`src/rtl/regfile_pkg.sv`:
```
// Shared definitions for the multi-port register file and its scoreboard.
// Holds default geometry, the hardwired-zero address and the write-port
// winner resolution used by both the read bypass and the busy clear logic.
package regfile_pkg;

    localparam int DEF_DATA_WIDTH = 32;
    localparam int DEF_NUM_REGS   = 32;
    localparam int DEF_ADDR_WIDTH = 5;

    localparam int ZERO_ADDR = 0;

    // Write-port resolution works on fixed maximal widths so a single
    // function serves every parameterisation; callers zero-extend into these.
    localparam int MAX_WR = 2;
    localparam int MAX_AW = 8;
    localparam int WP_W   = 1;   // clog2(MAX_WR)

    typedef logic [MAX_WR-1:0]             wr_en_t;
    typedef logic [MAX_WR-1:0][MAX_AW-1:0] wr_addr_t;

    typedef struct packed {
        logic            hit;
        logic [WP_W-1:0] port;
    } wr_hit_t;

    // Ascending scan: a later (higher-index) port that also matches overrides
    // the earlier one, so the highest-index enabled writer wins.
    function automatic wr_hit_t wr_winner(input wr_en_t            en,
                                          input wr_addr_t          addr,
                                          input logic [MAX_AW-1:0] a);
        wr_hit_t res;
        res = '0;
        for (int p = 0; p < MAX_WR; p++) begin
            if (en[p] && (addr[p] == a)) begin
                res.hit  = 1'b1;
                res.port = WP_W'(p);
            end
        end
        return res;
    endfunction

    function automatic logic wr_hit(input wr_en_t            en,
                                    input wr_addr_t          addr,
                                    input logic [MAX_AW-1:0] a);
        wr_hit_t res;
        res = wr_winner(en, addr, a);
        return res.hit;
    endfunction

endpackage

```
`src/rtl/regfile_mp_scoreboard_scoreboard.sv`:
```
// Per-register busy scoreboard: set on issue, cleared on writeback or flush.
// Ports: clk/rst_n; extended write enables/addresses; issue and flush controls;
// packed read addresses in, per-read-port busy (combinational) and raw busy vector out.
module rf_scoreboard
    import regfile_pkg::*;
#(
    parameter int NUM_REGS   = DEF_NUM_REGS,
    parameter int ADDR_WIDTH = DEF_ADDR_WIDTH,
    parameter int NUM_RD     = 2,
    parameter int ZERO_REG   = 1
) (
    input  logic                         clk,
    input  logic                         rst_n,
    input  wr_en_t                       i_wr_en,
    input  wr_addr_t                     i_wr_addr,
    input  logic                         i_iss_en,
    input  logic [ADDR_WIDTH-1:0]        i_iss_addr,
    input  logic                         i_flush,
    input  logic [NUM_RD*ADDR_WIDTH-1:0] i_rd_addr,
    output logic [NUM_RD-1:0]            o_rd_busy,
    output logic [NUM_REGS-1:0]          o_busy_vec
);

    logic [NUM_REGS-1:0]   r_busy;
    logic [NUM_REGS-1:0]   w_busy_nxt;
    logic [NUM_REGS-1:0]   w_wb_clr;
    logic [ADDR_WIDTH-1:0] w_rd_a [NUM_RD];

    // Priority: flush, then writeback clear, then issue set. Issue therefore
    // wins over both, since the freshly issued writer is still outstanding.
    always_comb begin
        w_wb_clr   = '0;
        w_busy_nxt = '0;
        for (int r = 0; r < NUM_REGS; r++) begin
            w_wb_clr[r]   = wr_hit(i_wr_en, i_wr_addr, MAX_AW'(r));
            w_busy_nxt[r] = i_flush ? 1'b0 : r_busy[r];
            if (w_wb_clr[r]) begin
                w_busy_nxt[r] = 1'b0;
            end
            if (i_iss_en && (i_iss_addr == ADDR_WIDTH'(r))) begin
                w_busy_nxt[r] = 1'b1;
            end
            if ((ZERO_REG != 0) && (r == ZERO_ADDR)) begin
                w_busy_nxt[r] = 1'b0;
            end
        end
    end

    always_ff @(posedge clk or negedge rst_n) begin
        if (!rst_n) begin
            r_busy <= '0;
        end else begin
            r_busy <= w_busy_nxt;
        end
    end

    // A same-cycle writeback bypasses the data, so the operand is ready now.
    always_comb begin
        o_rd_busy = '0;
        for (int k = 0; k < NUM_RD; k++) begin
            w_rd_a[k]    = i_rd_addr[k*ADDR_WIDTH +: ADDR_WIDTH];
            o_rd_busy[k] = rst_n && r_busy[w_rd_a[k]]
                         && !wr_hit(i_wr_en, i_wr_addr, MAX_AW'(w_rd_a[k]))
                         && !((ZERO_REG != 0) && (w_rd_a[k] == ADDR_WIDTH'(ZERO_ADDR)));
        end
    end

    assign o_busy_vec = r_busy;

endmodule

```
`src/rtl/regfile_mp_scoreboard.sv`:
```
// Multi-port integer register file with same-cycle write-to-read bypass and busy scoreboard.
// Ports: clk/rst_n; NUM_RD packed read addr/data/busy; NUM_WR packed write en/addr/data;
// issue (i_iss_en/i_iss_addr), i_flush, and o_busy_vec raw scoreboard state.
module regfile_mp_scoreboard
    import regfile_pkg::*;
#(
    parameter int DATA_WIDTH = DEF_DATA_WIDTH,
    parameter int NUM_REGS   = DEF_NUM_REGS,
    parameter int ADDR_WIDTH = DEF_ADDR_WIDTH,
    parameter int NUM_RD     = 2,
    parameter int NUM_WR     = 1,
    parameter int ZERO_REG   = 1
) (
    input  logic                         clk,
    input  logic                         rst_n,
    input  logic [NUM_RD*ADDR_WIDTH-1:0] i_rd_addr,
    output logic [NUM_RD*DATA_WIDTH-1:0] o_rd_data,
    output logic [NUM_RD-1:0]            o_rd_busy,
    input  logic [NUM_WR-1:0]            i_wr_en,
    input  logic [NUM_WR*ADDR_WIDTH-1:0] i_wr_addr,
    input  logic [NUM_WR*DATA_WIDTH-1:0] i_wr_data,
    input  logic                         i_iss_en,
    input  logic [ADDR_WIDTH-1:0]        i_iss_addr,
    input  logic                         i_flush,
    output logic [NUM_REGS-1:0]          o_busy_vec
);

    logic [DATA_WIDTH-1:0] r_regs [NUM_REGS];

    wr_en_t                w_wr_en_ext;
    wr_addr_t              w_wr_addr_ext;
    logic [DATA_WIDTH-1:0] w_wr_dat [MAX_WR];
    logic [ADDR_WIDTH-1:0] w_rd_a   [NUM_RD];
    wr_hit_t               w_rd_hit [NUM_RD];

    // Unused write-port slots stay disabled so the shared resolver ignores them.
    always_comb begin
        w_wr_en_ext   = '0;
        w_wr_addr_ext = '0;
        for (int p = 0; p < MAX_WR; p++) begin
            w_wr_dat[p] = '0;
        end
        for (int p = 0; p < NUM_WR; p++) begin
            w_wr_en_ext[p]   = i_wr_en[p];
            w_wr_addr_ext[p] = MAX_AW'(i_wr_addr[p*ADDR_WIDTH +: ADDR_WIDTH]);
            w_wr_dat[p]      = i_wr_data[p*DATA_WIDTH +: DATA_WIDTH];
        end
    end

    // Ports are applied in ascending order; the last non-blocking assignment
    // to a shared address lands, so the higher-index port wins.
    always_ff @(posedge clk or negedge rst_n) begin
        if (!rst_n) begin
            for (int i = 0; i < NUM_REGS; i++) begin
                r_regs[i] <= '0;
            end
        end else begin
            for (int p = 0; p < NUM_WR; p++) begin
                if (i_wr_en[p] &&
                    !((ZERO_REG != 0) &&
                      (i_wr_addr[p*ADDR_WIDTH +: ADDR_WIDTH] == ADDR_WIDTH'(ZERO_ADDR)))) begin
                    r_regs[i_wr_addr[p*ADDR_WIDTH +: ADDR_WIDTH]] <= i_wr_data[p*DATA_WIDTH +: DATA_WIDTH];
                end
            end
        end
    end

    // Read mux: hardwired zero, then bypass from the winning writer, then storage.
    // Outputs are held at zero while reset is asserted, even if writes are driven.
    always_comb begin
        o_rd_data = '0;
        for (int k = 0; k < NUM_RD; k++) begin
            w_rd_a[k]   = i_rd_addr[k*ADDR_WIDTH +: ADDR_WIDTH];
            w_rd_hit[k] = wr_winner(w_wr_en_ext, w_wr_addr_ext, MAX_AW'(w_rd_a[k]));
            if (!rst_n) begin
                o_rd_data[k*DATA_WIDTH +: DATA_WIDTH] = '0;
            end else if ((ZERO_REG != 0) && (w_rd_a[k] == ADDR_WIDTH'(ZERO_ADDR))) begin
                o_rd_data[k*DATA_WIDTH +: DATA_WIDTH] = '0;
            end else if (w_rd_hit[k].hit) begin
                o_rd_data[k*DATA_WIDTH +: DATA_WIDTH] = w_wr_dat[w_rd_hit[k].port];
            end else begin
                o_rd_data[k*DATA_WIDTH +: DATA_WIDTH] = r_regs[w_rd_a[k]];
            end
        end
    end

    rf_scoreboard #(
        .NUM_REGS   (NUM_REGS),
        .ADDR_WIDTH (ADDR_WIDTH),
        .NUM_RD     (NUM_RD),
        .ZERO_REG   (ZERO_REG)
    ) u_scoreboard (
        .clk        (clk),
        .rst_n      (rst_n),
        .i_wr_en    (w_wr_en_ext),
        .i_wr_addr  (w_wr_addr_ext),
        .i_iss_en   (i_iss_en),
        .i_iss_addr (i_iss_addr),
        .i_flush    (i_flush),
        .i_rd_addr  (i_rd_addr),
        .o_rd_busy  (o_rd_busy),
        .o_busy_vec (o_busy_vec)
    );

endmodule

```
`config.mk`:
```
export PLATFORM = sky130hd
export DESIGN_NAME = regfile_mp_scoreboard
export DESIGN_NICKNAME = d
export VERILOG_FILES = /design/src/rtl/regfile_pkg.sv /design/src/rtl/regfile_mp_scoreboard_scoreboard.sv /design/src/rtl/regfile_mp_scoreboard.sv
export SDC_FILE = /design/constraint.sdc
export NUM_CORES = 2
export LEC_CHECK = 0
export ABC_CLOCK_PERIOD_IN_PS = 3200
export CAP_MARGIN = 20
export CORE_MARGIN = 2
export CORE_UTILIZATION = 63
export CTS_CLUSTER_DIAMETER = 200
export DETAILED_ROUTE_END_ITERATION = 6
export PLACE_DENSITY = 0.89
export RECOVER_POWER = 25
export SKIP_LAST_GASP = 1
export SYNTH_ARGS = -nofsm -noshare
export SYNTH_HDL_FRONTEND = slang
export SYNTH_SLANG_ARGS = --single-unit
```
`constraint.sdc`:
```
create_clock -name clk -period 3.2 [get_ports clk]
set_clock_uncertainty 0.1 [all_clocks]
set_input_delay 0.48 -clock clk [delete_from_list [all_inputs] [get_ports clk]]
set_output_delay 0.48 -clock clk [all_outputs]
set_load 0.01 [all_outputs]
```
==> metrics.md <==
| Metric | Value |
|---|---|
| Status | `finished with violations` |
| Failing checks | `DRC, capacitance limit, slew limit, setup timing` |
| Die W | `304 um` |
| Asr flop ratio synth | `100%` |
| Synthesized flop and latch total | `1055` |
| Clk buf depth | `3` |
| DR vias | `42400` |
| WL final | `212 mm` |
| HP Class | `flip-flop to flip-flop` |
| Final HPWL DP | `107 mm` |
| Critical Path Sink Type | `output pin` |
| GP Congestion | `0.933` |
| Upper clock frequency limit | `0.259 GHz` |
| ANT nets after route | `0` |
| Final critical-path required period | `3.86 ns` |
| Fin nets | `3995` |
| Synth Flop Type | `dfrtp_1` |
| WL/cell | `40.6 um` |
| R2R Path End | `u_scoreboard.o_busy_vec[12]` |
| Worst hold stages | `0` |
| RSZ-0062 raised after global routing | `yes` |
| Lkg Pwr | `29.6 nW` |
| Sequential fraction of the synthesis area | `46.5%` |
| Detailed Routing Iterations Pass 1 | `7` |
| Pwr Density | `612 nW/um^2` |
| Number of buffers added on ports | `153` |
| Initial antenna violation count | `5` |
| Worst Tran Pin Value | `1.89 ns` |
| Relative slew slack | `-26.0%` |
| Final setup margin | `-0.664 ns` |
| Overflow after GRT | `0` |
| Clock Pin Slew Worst Setup and Hold Paths | `0.06 ns` |
| Vias per cell | `8.15` |
| Gate Count Post-Synth | `3557` |
| Die height | `304 um` |
| CTS buffer count | `106` |
| Worst skew pair latency | `0.72 ns` |
| Worst r2r src | `u_scoreboard.o_busy_vec[12]` |
| Startpoint class of the critical path | `input port` |
| Post-synth EDFFs | `0` |
| CTS tree | `yes` |
| Die footprint | `92500 sq um` |
| MaxCap Viol Count | `4` |
| Pins over their slew limit | `284` |
| Critical Path Fanout Max | `11` |
| H-tree levels | `3` |
| Critical path class | `input port to output pin` |
| # DRC | `94` |
| Worst r2r path cells | `3` |
| Ports | `155` |
| Synth area leader | `dfrtp_1` |
| R2R Setup Slk | `1.80 ns` |
| Power Total | `41.7 mW` |
| Synthesized area | `56700 sq um` |
| Post-synth top area share | `46.5%` |
| Share of cells above drive strength 1 | `62.4%` |
| Hold Path End | `r_regs[995]` |
| GRT Overall Usage | `43.6%` |
| Root buffer cell | `clkbuf_16` |
| Critical Path RT | `2.62 ns` |
| Starting Density | `63.3%` |
| Fin. Hold Viols | `0` |
| Maximum vdd ir drop | `0.000503 V` |
| Yosys cell types | `51` |
| Crit share post-route | `121%` |
| Largest net degree at the start of global routing | `187` |
| Mean Syn Cell Area | `15.9 sq um` |
| HP Start | `r_regs[995]` |
| Core region area | `89600 sq um` |
| Vias in the first global route | `43900` |
| Post-Syn Nets | `3614` |
| TritonCTS Sinks | `1055` |
| Synth top area cells | `dfrtp_1, mux4_2, mux2_2` |
| Yosys warnings | `0` |
| First-pass GRT wire length | `293 mm` |
| Final setup viols | `78` |
| Finished Core Util | `76.1%` |
| Critical path arrival | `3.28 ns` |
| Initial DRC count | `7009` |
| Std cell rows | `110` |
| Area growth syn-to-layout | `20.1%` |
==> where the power goes <==
| group | switching, mW | leakage (nW) | internal, mW |
|---|---|---|---|
| logic | 4.19 | 14.3 | 5.92 |
| registers | 2.48 | 13.6 | 15.8 |
| clock network | 5.86 | 1.79 | 7.49 |
==> synth_stat cells (6+ instances only) <==
cell type  count
dfrtp_1     1055
nand2b_1       7
o21ai_0       51
a211oi_1      32
a21oi_1       31
xor2_1         8
inv_1         18
buf_2        115
a22oi_1        6
nand3_1       11
mux4_2       624
nand2_1       19
nor2_1        57
o32ai_1       17
buf_4         19
clkbuf_1     221
nand3b_1      15
mux2i_1      123
mux2_2       977
buf_1         54
a221oi_1      14
buf_6         12
nor2b_1        8
mux2_1        15
==> kinds of logic (layout without fill, tap and decap cells) <==
family                    count (synthesis)  in the layout  synth area share [%]
muxes                                  1739           1739                  46.6
DFF                                    1055           1055                  46.5
buffers and inverters                   441            906                  3.46
AOI/OAI and AO/OA                       170            170                  1.97
and+or+nand+nor                         141            141                  1.25
xor gates and xnor gates                 10             10                 0.154
other                                     1              7               0.00661
==> cells in the final DEF, fill, tap and decap left out, types with 18 or more instances in the layout <==
master / instances
mux2i_1: 96
buf_6: 44
o21ai_0: 45
clkbuf_8: 20
a211oi_2: 19
buf_12: 123
buf_4: 339
clkinv_2: 26
mux2_2: 975
nor2_1: 41
clkdlybuf4s50_1: 72
clkbuf_1: 26
inv_1: 18
mux4_2: 624
clkbuf_2: 24
clkbuf_16: 108
dfrtp_1: 1053
buf_2: 50
==> how the worst max path moves through the flow <==
stage          slack (ns)    startpoint       endpoint  cells past startpoint
6_report            -0.66  i_rd_addr[1]  o_rd_data[17]                     10
3_3_place_gp        -0.47  i_rd_addr[4]   o_rd_data[3]                      9
4_1_cts             -0.20   r_regs[299]  o_rd_data[43]                      6
5_1_grt             -0.63   r_regs[529]  o_rd_data[17]                      7
2_1_floorplan        0.38  i_rd_addr[5]  o_rd_data[57]                      7
3_5_place_dp        -0.53  i_wr_addr[1]  o_rd_data[43]                      8
==> flip-flops by register name, indices dropped and copies added, names as in the netlist <==
signal / flops
r_regs: 1024
u_scoreboard.o_busy_vec: 31
==> cell type report <==
type / count / area [sq um]
multi-input cells: 2061 / 29200
flip-flops and latches: 1055 / 26400
fillers: 4269 / 21400
repair buffers: 694 / 7340
clock buffers: 145 / 3010
well taps: 1176 / 1470
clock inverters: 47 / 613
inverters: 20 / 80.1
diodes: 6 / 15.0
==> repair_timing <==
action                                 in CTS  in global routing
pin swaps                                  20                 37
endpoints found under the hold margin      37                  0
cloned                                      7                  1
hold buffers                                1                  0
gates resized for setup                   323                133
setup endpoints to repair                  66                 62
setup buffers                             119                 36
==> through the flow <==
stage               area, sq um  cells  hold WS (ns)  TNS (ns)  setup slack [ns]
floorplan                 56700   3557        0.0844         0             0.377
global placement          62700   4845         0.277    -20.85            -0.469
detailed placement        62700   4845         0.283    -23.89            -0.527
CTS                       67700   5162       0.00376     -1.72            -0.202
global route              68100   5198         0.307     -8.36            -0.628
finish                    68200   5204         0.299     -9.11            -0.664
==> per-layer routing <==
| metal | part of all wire (%) | global-route usage [%] | vias to the layer above |
|---|---|---|---|
| met3 | 15 | 17.7 | 1767 |
| met4 | 11 | 34.9 | 12 |
| li1 | - | - | 14600 |
| met1 | 30 | 51.5 | 21200 |
| met5 | 0.11 | 0.362 | - |
| met2 | 44 | 63.5 | 4725 |
==> worst max-delay path: stages <==
cell           delay, ns
buf_8               0.15
buf_12              0.17
and2_1              0.24
buf_4               0.23
a22oi_1             0.79
a311oi_2            0.37
a2bb2oi_1           0.22
a21oi_1             0.16
buf_4               0.17
dlygate4sd2_1       0.28
Note: power is estimated with default switching activity, not from simulation.
